`src/rtl/tlc_mon_pkg.sv`:
```
// Shared types for the traffic-light lamp safety monitor: FSM states,
// decoded per-approach lamp states and latched fault codes.
package tlc_mon_pkg;

  typedef enum logic [1:0] {IDLE, RUN, TRIP} mon_state_e;

  typedef enum logic [2:0] {DARK, G, Y, R, MULTI} lamp_state_e;

  localparam logic [2:0] FC_NONE      = 3'd0;
  localparam logic [2:0] FC_CONFLICT  = 3'd1;
  localparam logic [2:0] FC_MULTI     = 3'd2;
  localparam logic [2:0] FC_DARK      = 3'd3;
  localparam logic [2:0] FC_SEQ       = 3'd4;
  localparam logic [2:0] FC_SHORT_YLW = 3'd5;

  function automatic lamp_state_e decode_lamps(input logic grn, input logic ylw, input logic red);
    lamp_state_e ls;
    case ({grn, ylw, red})
      3'b000:  ls = DARK;
      3'b100:  ls = G;
      3'b010:  ls = Y;
      3'b001:  ls = R;
      default: ls = MULTI;
    endcase
    return ls;
  endfunction

endpackage

```
`src/rtl/tlc_lamp_tracker.sv`:
```
// Per-approach lamp decoder and history: last lit aspect, yellow dwell and
// dark run length; flags sequence, short-yellow and dark faults on the current sample.
module tlc_lamp_tracker
  import tlc_mon_pkg::*;
#(
  parameter int MIN_YLW  = 3,
  parameter int MAX_DARK = 2
) (
  input  logic        clock,
  input  logic        rst_n,
  input  logic        grn,
  input  logic        ylw,
  input  logic        red,
  input  logic        run_start,
  output lamp_state_e lamp_state,
  output logic        seq_err,
  output logic        short_err,
  output logic        dark_err
);

  localparam int YW = $clog2(MIN_YLW + 1);
  localparam int DW = $clog2(MAX_DARK + 2);
  localparam logic [YW-1:0] YLW_ONE  = 1;
  localparam logic [YW-1:0] YLW_SAT  = MIN_YLW[YW-1:0];
  localparam logic [DW-1:0] DARK_LIM = MAX_DARK[DW-1:0];
  localparam logic [DW-1:0] DARK_SAT = DW'(MAX_DARK + 1);

  lamp_state_e   last_lit;
  logic [YW-1:0] ylw_cnt;
  logic [DW-1:0] dark_cnt;
  logic          is_lit;

  assign lamp_state = decode_lamps(grn, ylw, red);
  assign is_lit     = (lamp_state == G) || (lamp_state == Y) || (lamp_state == R);

  always_comb begin
    seq_err = 1'b0;
    if (is_lit && (lamp_state != last_lit)) begin
      seq_err = !(((last_lit == G) && (lamp_state == Y)) ||
                  ((last_lit == Y) && (lamp_state == R)) ||
                  ((last_lit == R) && (lamp_state == G)));
    end
  end

  assign short_err = (last_lit == Y) && (lamp_state == R) && (ylw_cnt < YLW_SAT);
  // Flags on the sample that would push the run past MAX_DARK, so it trips one edge later.
  assign dark_err  = (lamp_state == DARK) && (dark_cnt >= DARK_LIM);

  always_ff @(posedge clock or negedge rst_n) begin
    if (!rst_n) begin
      last_lit <= R;
      ylw_cnt  <= '0;
      dark_cnt <= '0;
    end else if (run_start) begin
      last_lit <= R;
      ylw_cnt  <= '0;
      dark_cnt <= '0;
    end else begin
      if (is_lit) last_lit <= lamp_state;
      if (lamp_state == DARK) begin
        if (dark_cnt != DARK_SAT) dark_cnt <= dark_cnt + 1'b1;
      end else if (is_lit) begin
        dark_cnt <= '0;
      end
      if (lamp_state == Y) begin
        if (last_lit != Y) ylw_cnt <= YLW_ONE;
        else if (ylw_cnt != YLW_SAT) ylw_cnt <= ylw_cnt + 1'b1;
      end
    end
  end

endmodule

```
`src/rtl/tlc_conflict_monitor.sv`:
```
// Lamp-side safety monitor: samples six lamps, checks signalling rules and
// latches the first fault, holding force_clr until acknowledged.
module tlc_conflict_monitor
  import tlc_mon_pkg::*;
#(
  parameter int MIN_YLW  = 3,
  parameter int MAX_DARK = 2
) (
  input  logic       clock,
  input  logic       rst_n,
  input  logic       GRN1,
  input  logic       YLW1,
  input  logic       RED1,
  input  logic       GRN2,
  input  logic       YLW2,
  input  logic       RED2,
  input  logic       ack,
  output logic       fault,
  output logic [2:0] fault_code,
  output logic       force_clr
);

  logic [2:0]  smp1, smp2;
  mon_state_e  state, next_state;
  logic [2:0]  code_q, det_code;
  lamp_state_e ls1, ls2;
  logic        seq1, seq2, short1, short2, dark1, dark2;
  logic        run_start, conflict;

  always_ff @(posedge clock or negedge rst_n) begin
    if (!rst_n) begin
      smp1 <= '0;
      smp2 <= '0;
    end else begin
      smp1 <= {GRN1, YLW1, RED1};
      smp2 <= {GRN2, YLW2, RED2};
    end
  end

  assign run_start = (state == IDLE) && (ls1 == R) && (ls2 == R);

  tlc_lamp_tracker #(.MIN_YLW(MIN_YLW), .MAX_DARK(MAX_DARK)) u_trk1 (
    .clock(clock), .rst_n(rst_n), .grn(smp1[2]), .ylw(smp1[1]), .red(smp1[0]),
    .run_start(run_start), .lamp_state(ls1), .seq_err(seq1), .short_err(short1), .dark_err(dark1)
  );

  tlc_lamp_tracker #(.MIN_YLW(MIN_YLW), .MAX_DARK(MAX_DARK)) u_trk2 (
    .clock(clock), .rst_n(rst_n), .grn(smp2[2]), .ylw(smp2[1]), .red(smp2[0]),
    .run_start(run_start), .lamp_state(ls2), .seq_err(seq2), .short_err(short2), .dark_err(dark2)
  );

  // Judged on raw lamps so a green/yellow lamp inside a MULTI aspect still counts as a conflict.
  assign conflict = (smp1[2] | smp1[1]) & (smp2[2] | smp2[1]);

  always_comb begin
    det_code = FC_NONE;
    if (conflict)                         det_code = FC_CONFLICT;
    else if ((ls1 == MULTI) || (ls2 == MULTI)) det_code = FC_MULTI;
    else if (state == RUN) begin
      if (dark1 || dark2)                 det_code = FC_DARK;
      else if (seq1 || seq2)              det_code = FC_SEQ;
      else if (short1 || short2)          det_code = FC_SHORT_YLW;
    end
  end

  always_ff @(posedge clock or negedge rst_n) begin
    if (!rst_n) state <= IDLE;
    else        state <= next_state;
  end

  always_comb begin
    next_state = state;
    case (state)
      IDLE: begin
        if (det_code != FC_NONE) next_state = TRIP;
        else if (run_start)      next_state = RUN;
      end
      RUN:     if (det_code != FC_NONE) next_state = TRIP;
      TRIP:    if (ack) next_state = IDLE;
      default: next_state = IDLE;
    endcase
  end

  always_ff @(posedge clock or negedge rst_n) begin
    if (!rst_n)                  code_q <= FC_NONE;
    else if (state == TRIP) begin
      if (ack)                   code_q <= FC_NONE;
    end else if (next_state == TRIP) code_q <= det_code;
  end

  always_comb begin
    fault      = (state == TRIP);
    force_clr  = (state == TRIP);
    fault_code = code_q;
  end

endmodule

```
`config.mk`:
```
export PLATFORM = sky130hd
export DESIGN_NAME = tlc_conflict_monitor
export DESIGN_NICKNAME = d
export VERILOG_FILES = /design/src/rtl/tlc_mon_pkg.sv /design/src/rtl/tlc_lamp_tracker.sv /design/src/rtl/tlc_conflict_monitor.sv
export SDC_FILE = /design/constraint.sdc
export NUM_CORES = 1
export LEC_CHECK = 0
export BUFFER_PORTS_ARGS = -buffer_cell sky130_fd_sc_hd__buf_2
export CORE_UTILIZATION = 25
export CTS_CLUSTER_SIZE = 25
export DETAILED_ROUTE_END_ITERATION = 8
export GPL_TIMING_DRIVEN = 0
export SYNTH_ARGS = -nofsm -noshare
export SYNTH_HDL_FRONTEND = slang
export SYNTH_SLANG_ARGS = --single-unit
export TNS_END_PERCENT = 1
```
`constraint.sdc`:
```
create_clock -name clock -period 2.05 [get_ports clock]
set_input_delay 0.205 -clock clock [delete_from_list [all_inputs] [get_ports clock]]
set_output_delay 0.205 -clock clock [all_outputs]
set_load 0.01 [all_outputs]
```
# Yosys cells after proc, flatten, opt, wreduce, memory -nomap -nowiden
# Index checks and enable logic that the tools add are counted.
# classes
addsub	4
order_cmp	4
n_eq_ne	34
mux	38
n_bitwise	3
n_reduce_logical	48
# op_table
operator	count
2-to-1 mux 2 bit	20
2-to-1 mux 3 bit	13
== test 3 x 2 -> 1 bit (second input constant)	10
case mux 3 bit (4 select lines)	2
== test 3 x 1 -> 1 bit (second input constant)	6
nonzero test 3 bit	5
logical AND 1 bit	14
== test 3 bit (second input constant)	4
logical NOT 3 bit	4
logical OR 1 bit	12
inequality test 2 bit (second input constant)	5
AND reduction 2 bit	5
nonzero test 2 bit	5
adder 2 x 1 -> 2 bit (second input constant)	4
inequality test 3 x 2 -> 1 bit (second input constant)	2
inequality test 3 bit	2
inequality test 3 bit (second input constant)	2
case mux 2 bit (3 select lines)	1
== test 2 bit (second input constant)	2
greater-or-equal comparator 2 bit (second input constant)	2
less-than comparator 2 bit (second input constant)	2
== test 2 x 1 -> 1 bit (second input constant)	1
logical NOT 1 bit	2
logical NOT 2 bit	1
3 further kinds	5
# totals
register_bits	25
input_bits	9
output_inout_bits	5
elab_cells	141

# Depth between registers and ports, before layout
# Gate-level depths: netlist (run 1).
# logic_depth
ltp_word	20
ltp_mapped	7
depth_no_buf	7

# Modules after synthesis
# A second synthesis (run 1) with hierarchy kept.
# hier_totals
hier_cells	157
area_unflattened_um2	1571.5
# modules_own_cells
module	n_inst	cells_each	area_each_um2	seq_area_each_um2
tlc_lamp_tracker	2	57	530.5	177.7
tlc_conflict_monitor	1	43	510.5	275.3

# Worst setup path after synthesis (run 1)
# No wires, ideal clock.
# synth_timing
kind	reg2reg
start	reg u_trk2.last_lit[1]
end	reg state[1]
setup_time_ns	0.124
arrival_ns	1.643
path_slack_ns	0.283
path_stages_with_launch	6
n_path_buf	0
path_cell_list	dfstp_2 or3b_1 a21o_1 a31oi_4 a311oi_1 a211o_1
# synth_via
elab_chain_cells	15
elab_cells_between_ends	25
cone_classes	eq/ne (4); mux (10); reduce/logical (11)
# synth_lines
item	line	rtl
from (decl)	tlc_lamp_tracker.sv:28	lamp_state_e last_lit;
from (signal assigned)	tlc_lamp_tracker.sv:59	if (is_lit) last_lit <= lamp_state;
== test 3 x 1 -> 1 bit or == test 3 x 2 -> 1 bit (tied branches)	tlc_lamp_tracker.sv:39, tlc_lamp_tracker.sv:40, tlc_lamp_tracker.sv:45	
logical AND 1 bit (on tied branches)	tlc_lamp_tracker.sv:39, tlc_lamp_tracker.sv:40, tlc_lamp_tracker.sv:45	
logical OR 1 bit	tlc_lamp_tracker.sv:39	seq_err = !(((last_lit == G) && (lamp_state == Y)) ||
logical OR 1 bit	tlc_lamp_tracker.sv:40	((last_lit == Y) && (lamp_state == R)) ||
logical NOT 1 bit	tlc_lamp_tracker.sv:39	
2-to-1 mux 1 bit	tlc_lamp_tracker.sv:38	if (is_lit && (lamp_state != last_lit)) begin
logical OR 1 bit	tlc_conflict_monitor.sv:61	else if (seq1 || seq2) det_code = FC_SEQ;
2-to-1 mux 3 bit *	tlc_conflict_monitor.sv:61	
2-to-1 mux 3 bit *	tlc_conflict_monitor.sv:60	if (dark1 || dark2) det_code = FC_DARK;
2-to-1 mux 3 bit *	tlc_conflict_monitor.sv:59	else if (state == RUN) begin
2-to-1 mux 3 bit *	tlc_conflict_monitor.sv:58	else if ((ls1 == MULTI) || (ls2 == MULTI)) det_code = FC_MULTI;
2-to-1 mux 3 bit *	tlc_conflict_monitor.sv:57	if (conflict) det_code = FC_CONFLICT;
nonzero test 3 bit *	tlc_conflict_monitor.sv:75, tlc_conflict_monitor.sv:78	
2-to-1 mux 2 bit (on tied branches)	tlc_conflict_monitor.sv:78, tlc_conflict_monitor.sv:75	
case mux 2 bit (3 select lines) *	tlc_conflict_monitor.sv:73	case (state)
named net next_state[1]	tlc_conflict_monitor.sv:24	mon_state_e state, next_state;
to (signal assigned)	tlc_conflict_monitor.sv:68	else state <= next_state;
to (decl)	tlc_conflict_monitor.sv:24	
# Mark *: on every way through the listed nets, which the timed path passes. The rest lies on a longest branch.
# A chain may end at the register's enable or synchronous reset.

# Final worst setup path (run 1)
# layout_timing
start	reg smp1[0]
end	reg state[1]
# layout_via
elab_chain_cells	17
elab_cells_between_ends	40
cone_classes	eq/ne (8); mux (12); reduce/logical (20)
# layout_lines
item	line	rtl
from (decl)	tlc_conflict_monitor.sv:23	logic [2:0] smp1, smp2;
from (signal assigned)	tlc_conflict_monitor.sv:35	smp1 <= {GRN1, YLW1, RED1};
== test 3 x 1 -> 1 bit, or another cell as far along	tlc_mon_pkg.sv:18	case ({grn, ylw, red})
case mux 3 bit (4 select lines) *	tlc_mon_pkg.sv:18	
== test 3 x 2 -> 1 bit (on tied branches)	--	
logical AND 1 bit (on tied branches)	tlc_lamp_tracker.sv:39, tlc_lamp_tracker.sv:40, tlc_lamp_tracker.sv:45	
logical OR 1 bit	tlc_lamp_tracker.sv:39	
logical OR 1 bit	tlc_lamp_tracker.sv:40	
logical NOT 1 bit	tlc_lamp_tracker.sv:39	
2-to-1 mux 1 bit	tlc_lamp_tracker.sv:38	
[... 2 more ...]	--	
2-to-1 mux 3 bit	tlc_conflict_monitor.sv:60	
2-to-1 mux 3 bit	tlc_conflict_monitor.sv:59	
2-to-1 mux 3 bit	tlc_conflict_monitor.sv:58	
2-to-1 mux 3 bit	tlc_conflict_monitor.sv:57	
nonzero test 3 bit	tlc_conflict_monitor.sv:75, tlc_conflict_monitor.sv:78	
2-to-1 mux 2 bit (on tied branches)	tlc_conflict_monitor.sv:78, tlc_conflict_monitor.sv:75	
case mux 2 bit (3 select lines) *	tlc_conflict_monitor.sv:73	
named net next_state[1]	tlc_conflict_monitor.sv:24	
# Marked as above.

==> summary.txt, run 1 <==
STA
  – Final setup vio count: 0
  – Worst hold margin: 0.0367 ns
  – Max Clock Freq: 0.529 GHz
  – Post-Route Setup TNS: 0 ns
  – Final Max Tran Viols: 0
  – Unrepaired setup endpoints after global routing: false
  – Final period util: 0.923
  – Max-slew headroom: 0.622
  – Skew final: 0.00199 ns
  – Fin. Hold Viols: 0
  – Actual slew at the worst max-slew pin: 0.563 ns
  – Final min period: 1.89 ns

Worst hold path
  – Hold_sp: YLW1
  – Hold Path Class: input port to flip-flop

Clock tree
  – Clk_lat worst skew: 0.27 ns
  – CTS Buf Count: 3
  – CTS tree: done
  – Root buf cell: clkbuf_8
  – Max clock buf depth: 2
  – H-tree Lvls: 1
  – Clock Sinks: 25
  – Post-CTS setup buffers: 0
  – Clock transition at path regs: 0.08 ns

Yosys
  – Seq cells post-synth: 25
  – Synth Cell Area: 0.00147 mm²
  – Number of synthesized flops with an enable pin: 0
  – Mapped Avg Cell Area: 9.59 µm²
  – Top_reg_cell synth: dfrtp_1
  – Synth cell types: 47
  – Top post-synthesis cells by area: dfrtp_1 36%, dfstp_2 7.2%, ha_1 5.1%
  – Syn nets: 168
  – Sequential share of the synthesized area: 0.430
  – Yosys warnings: 0
  – Top cell type by total area after synthesis: dfrtp_1
  – Async SR Flop Fraction: 1.00
  – Syn Inst Count: 153
  – Share of the synthesized area in the top cell type: 0.358

Die
  – Row count: 27
  – Boundary pin count: 14
  – Area of the die: 0.00618 mm²
  – Chip width: 78.6 µm
  – Die height: 78.6 µm
  – Core outline area: 0.00557 mm²
  – Initial core utilization: 0.263

Setup path
  – Max incr delay on CP: 0.39 ns
  – Worst Setup Path Type: flip-flop to flip-flop
  – Worst R2R Start: smp1[0]
  – Critical Path Slowest Stage Cell: maj3_1
  – Critical Path RT: 2.26 ns
  – WP buf/inv: 1
  – CP startpoint kind: flip-flop
  – Gate family responsible for the most delay along the worst path: compound AO/OA/AOI/OAI gates
  – CP max FO: 10
  – CP startpoint: smp1[0]
  – Crit-path cells: buf_2 -> maj3_1 -> nor2_1 -> a21oi_1 -> a311oi_1 -> a211o_1
  – Critical path arrival: 2.10 ns
  – Setup crit end kind: flip-flop

Placed design
  – Dpl hpwl: 1980 µm
  – Port Buf Inserts: 13
  – GP Congestion: 0.751

GRT
  – Vias in the first global route: 1,083
  – First-pass GRT wire length: 4970 µm
  – Initial antenna violation count: 0
  – Pin count of the biggest net entering global routing: 26
  – Congestion Overflow GR: 0
  – Global Route Usage Sum: 0.102

Final layout
  – Area Overhead vs Synth: 15.4%
  – Diode count: 0
  – Share of layout cells above drive strength 1: 0.216
  – Nets@finish: 187

Power and ir drop
  – Max rail drop VDD: 0.000448 V
  – P per Cell Area: 782 mW/mm²
  – Leak Pwr: 0.740 nW

Routing
  – Number of DRC markers in iteration 0: 56
  – Antenna Nets Post-Route: 0
  – Routed length per placed instance: 11.4 µm
  – DRT Pass-1 Iters: 4
  – Final WL: 2770 µm
  – # DRC: 0
  – Via density: 4.67
  – Routed vias: 1,136

Flow run
  – Max cap viols: 0

Run status
  – Status: complete, no violations
==> through the flow <==
step           std cells  cell area (µm²)  setup slack [ns]   util  total power [mW]
5_1_grt              243             1690           0.00420  0.304              1.43
4_1_cts              243             1680            0.0980  0.301              1.34
6_report             243             1690             0.158  0.304              1.32
3_5_place_dp         238             1620             0.143  0.291              1.04
3_3_place_gp         238             1620             0.167  0.291              1.03
2_1_floorplan        153             1470             0.283      -             0.923
==> kinds of logic (layout without fill, tap and decap cells) <==
kind of cell | Yosys count | in the layout | share of synthesized area
AOI/OAI and AO/OA | 45 | 45 | 0.217
xor gates and xnor gates | 2 | 2 | 0.0119
buffers and inverters | 18 | 36 | 0.0656
and+or+nand+nor | 53 | 53 | 0.197
adders and majority gates | 8 | 8 | 0.0648
muxes | 2 | 2 | 0.0136
DFF | 25 | 25 | 0.430
==> layer usage <==
| layer | global-route usage | routed length (µm) | vias to the layer above |
|---|---|---|---|
| met5 | 0 | 0 | - |
| met4 | 0.0315 | 25 | 0 |
| met3 | 0.0302 | 132 | 4 |
| met2 | 0.149 | 1090 | 25 |
| met1 | 0.143 | 1520 | 529 |
| li1 | - | - | 578 |
==> layout make-up <==
class / instances / area [µm²]
Fill cell: 582 / 3880
Multi-Input combinational cell: 110 / 757
Sequential cell: 25 / 631
Tap cell: 72 / 90.1
Timing Repair Buffer: 14 / 75.1
Buffer: 7 / 55.1
Clock buffer: 4 / 45.0
Inverter: 11 / 41.3
==> power by group <==
part / switching (mW) / internal (mW) / total (mW)
sequential: 0.0719 / 0.578 / 0.650
clock: 0.152 / 0.139 / 0.291
combinational: 0.196 / 0.188 / 0.384
total: 0.419 / 0.905 / 1.32
==> final timing paths <==
check,end,slack (ns),cells past startpoint
worst max-delay path,state[1],0.16,6
worst min-delay path,smp1[1],0.04,1
worst max register to register,state[1],0.16,6
worst min register to register,u_trk2.ylw_cnt[0],0.49,1
max in group asynchronous,u_trk1.last_lit[1],1.22,2
min in group asynchronous,u_trk2.last_lit[2],0.46,2
==> sequential cells by signal (all words and copies together) (netlist names) <==
name and cells:
u_trk2.last_lit 3, u_trk1.ylw_cnt 2, u_trk2.dark_cnt 2, smp1 3, u_trk1.last_lit 3, u_trk2.ylw_cnt 2, smp2 3, fault_code 3
state 2, u_trk1.dark_cnt 2
==> repair_timing <==
action                                  in CTS  in global routing
endpoints found under the setup margin       0                  3
hold buffers                                 1                  0
gates resized for setup                      0                  3
hold endpoints to repair                    21                  0
==> layout by cell type, fill, tap and decap left out, types with 2 or more instances in the layout <==
cell type and n:
a32o_1 2, nand2_1 7, a311oi_1 2, dfrtp_1 21, dfstp_2 4, a211oi_1 2
clkbuf_8 4, nand2b_1 6, a21oi_1 13, nor2b_1 4, nand3_1 3, and3_1 2
nor3b_1 3, o22ai_1 4, o21ai_0 6, buf_2 15, or2b_2 2, mux2i_1 2
nor3_1 2, nor2_1 15, or2_2 2, inv_1 11, a211o_1 2, maj3_1 2
buf_4 2, a22oi_1 2, ha_1 6
==> synth_stat cells (4+ instances only) <==
library cell   n
dfrtp_1       21
nor2_1        15
a21oi_1       13
inv_1         11
nand2_1        7
ha_1           6
nand2b_1       6
o21ai_0        6
dfstp_2        4
nor2b_1        4
o22ai_1        4
Power figures use the tool's default switching activity.
==> inputs of run 2 (changes only) <==
Settings changed: CELL_PAD_IN_SITES_DETAIL_PLACEMENT set to 0, CELL_PAD_IN_SITES_GLOBAL_PLACEMENT set to 1, PLACE_DENSITY_LB_ADDON set to 0.1.
==> run 2 against run 1 <==
Net effect: final cell count unchanged; clock skew up 0.0014 ns; sequential power about the same; worst setup slack worse by 0.019 ns; combinational power up 3%; first-iteration DRC count down 61%; utilization up 0.20 points; critical path depth down 1; worst hold slack worse by 0.00079 ns; clock-buffer cell count unchanged.
==> summary.txt, run 2 (synthesis results as in run 1) <==
Power and ir drop
  – Clk pwr share: 0.220 (about the same)
  – Leak Pwr: 0.744 nW (+0.57%)
  – Cell Int Power: 908 µW (+0.33%)
  – Flop pwr share: 0.485 (-0.006)
  – Switch Pwr: 435 µW (+3.7%)
  – Combinational fraction of design power: 0.295 (+0.005)
  – Max rail drop VDD: 0.000312 V (-30%)
  – P per Cell Area: 787 mW/mm² (+0.72%)
  – Pwr Total: 1.34 mW (+1.4%)
  – Switching share of power: 0.324 (+0.00714)

Setup path
  – Critical Path Slowest Stage Cell: dfstp_2
  – Critical Path RT: 2.21 ns (-0.05 ns)
  – Setup crit end kind: flip-flop
  – WP buf/inv: 0 (-1)
  – Max incr delay on CP: 0.59 ns (+0.20 ns)
  – CP max FO: 6 (-4)
  – Critical path arrival: 2.07 ns (-0.03 ns)
  – CP startpoint kind: flip-flop
  – Crit-path cells: or2b_2 -> a32o_1 -> a31oi_4 -> a311oi_1 -> a211o_1
  – Gate family responsible for the most delay along the worst path: compound AO/OA/AOI/OAI gates
  – Worst Setup Path Type: flip-flop to flip-flop

Final layout
  – Area Overhead vs Synth: 16.2%
  – Layout Utilization: 0.306 (+0.00202)
  – Nets@finish: 187 (unchanged)
  – Commonest non-fill, non-tap cells in the layout: 21 x dfrtp_1, 15 x nor2_1, 15 x buf_2
  – Diode count: 0 (unchanged)
  – Most common cell after layout, fill and taps aside: dfrtp_1
  – Share of layout cells above drive strength 1: 0.228 (+0.0117)

GRT
  – Pin count of the biggest net entering global routing: 26 (unchanged)
  – GR peak layer: met2
  – First-pass GRT wire length: 5600 µm (+13%)
  – GR Util met1: 0.155 (+0.0115)
  – Met3 usage: 0.0209 (-0.00930)
  – Global Route Usage Sum: 0.115 (+0.0133)
  – Initial antenna violation count: 0 (unchanged)
  – Vias in the first global route: 1,151 (+6.3%)
  – Congestion Overflow GR: 0 (unchanged)
  – Grt met2 use: 0.188 (+0.0391)

STA
  – Final period util: 0.932 (+0.00930)
  – Max-slew headroom: 0.612 (-0.00931)
  – Final setup vio count: 0 (unchanged)
  – Actual slew at the worst max-slew pin: 0.581 ns (+0.0183 ns)
  – Setup slack after layout: 0.139 ns (-0.0191 ns)
  – Post-Route Setup TNS: 0 ns (unchanged)
  – Final min period: 1.91 ns (+0.0191 ns)
  – Final Max Tran Viols: 0 (unchanged)
  – Fin. Hold Viols: 0 (unchanged)
  – Unrepaired setup endpoints after global routing: false
  – Skew final: 0.00339 ns (+0.00140 ns)
  – Max Clock Freq: 0.523 GHz (-1.0%)

Die
  – Core outline area: 0.00557 mm² (unchanged)
  – Die height: 78.6 µm (unchanged)
  – Row count: 27 (unchanged)
  – Area of the die: 0.00618 mm² (unchanged)
  – Boundary pin count: 14 (unchanged)
  – Initial core utilization: 0.263 (unchanged)
  – Chip width: 78.6 µm (unchanged)

Clock tree
  – Max clock buf depth: 2 (unchanged)
  – Clk_lat worst skew: 0.27 ns (about the same)
  – Clock transition at path regs: 0.09 ns (about the same)
  – Clock Sinks: 25 (unchanged)
  – H-tree Lvls: 1 (unchanged)
  – Root buf cell: clkbuf_8
  – CTS tree: done
  – Post-CTS setup buffers: 0 (unchanged)
  – CTS Buf Count: 3 (unchanged)

Placed design
  – Dpl hpwl: 2350 µm (+19%)
  – Pre-CTS setup slack: 0.132 ns (-0.0109 ns)
  – GP Congestion: 0.719 (-4.2%)
  – Port Buf Inserts: 13 (unchanged)

Routing
  – Routed vias: 1,171 (+3.1%)
  – Via density: 4.82 (+3.1%)
  – Routed length per placed instance: 13.2 µm (+16%)
  – # DRC: 0 (unchanged)
  – Number of DRC markers in iteration 0: 22 (-61%)
  – Antenna Nets Post-Route: 0 (unchanged)
  – DRT Pass-1 Iters: 4 (unchanged)
  – Final WL: 3210 µm (+16%)

Run status
  – Status: complete, no violations

Worst hold path
  – Hold Path Class: input port to flip-flop

Flow run
  – Max cap viols: 0 (unchanged)
## run 2: cell counts in the layout (fill, tap and decap cells not counted)
Identical to the previous run, type by type.
## run 2: layout make-up
class | count | area [µm²]
buffer | 7 | 55.1
clock buffer | 4 | 45.0
fill | 601 | 3870
inverter | 11 | 41.3
multi-input combinational | 110 | 768
sequential | 25 | 631
tap | 72 | 90.1
timing repair buffer | 14 | 75.1
## run 2: worst reg2reg max path, stage by stage (launching register included)
cell and delay, ns:
dfstp_2 0.59, or2b_2 0.31, a32o_1 0.29, a31oi_4 0.21, a311oi_1 0.13, a211o_1 0.27
## run 2: final timing paths
check	startpoint	endpoint	slack, ns	cells after the start
setup / recovery	u_trk1.last_lit[0]	state[1]	0.14	5
hold / removal	RED2	smp2[0]	0.04	1
setup reg to reg	u_trk1.last_lit[0]	state[1]	0.14	5
hold reg to reg	u_trk1.ylw_cnt[0]	u_trk1.ylw_cnt[0]	0.50	1
max in group asynchronous	rst_n	u_trk1.last_lit[1]	1.20	2
min in group asynchronous	rst_n	u_trk2.ylw_cnt[1]	0.47	2
## run 2: stage by stage
stage | std cells | hold slack (ns) | area (µm²)
floorplan | 153 | -0.0906 | 1470
global placement | 238 | 0.244 | 1620
detailed placement | 238 | 0.252 | 1620
CTS | 243 | 0.0224 | 1680
global route | 243 | 0.0199 | 1710
finish | 243 | 0.0359 | 1710
## run 2: metal layers
| metal | share of wire | vias to the layer above | wire length (µm) |
|---|---|---|---|
| met5 | 0 | - | 0 |
| met4 | 0.0065 | 0 | 21 |
| met3 | 0.023 | 2 | 75 |
| met2 | 0.47 | 11 | 1510 |
| met1 | 0.50 | 578 | 1610 |
| li1 | - | 580 | - |
## run 2: what timing repair did
item / CTS / global route
hold buffers: 1 / 0
endpoints found under the setup margin: 0 / 9
gates resized for setup: 0 / 5
endpoints found under the hold margin: 21 / 0
## run 2: power groups by stage
stage	combinational [mW]	clock, mW	sequential [mW]
4_1_cts	0.395	0.320	0.650
2_1_floorplan	0.271	0	0.652
5_1_grt	0.449	0.337	0.667
3_5_place_dp	0.391	0	0.659
6_report	0.396	0.295	0.651
3_3_place_gp	0.381	0	0.656
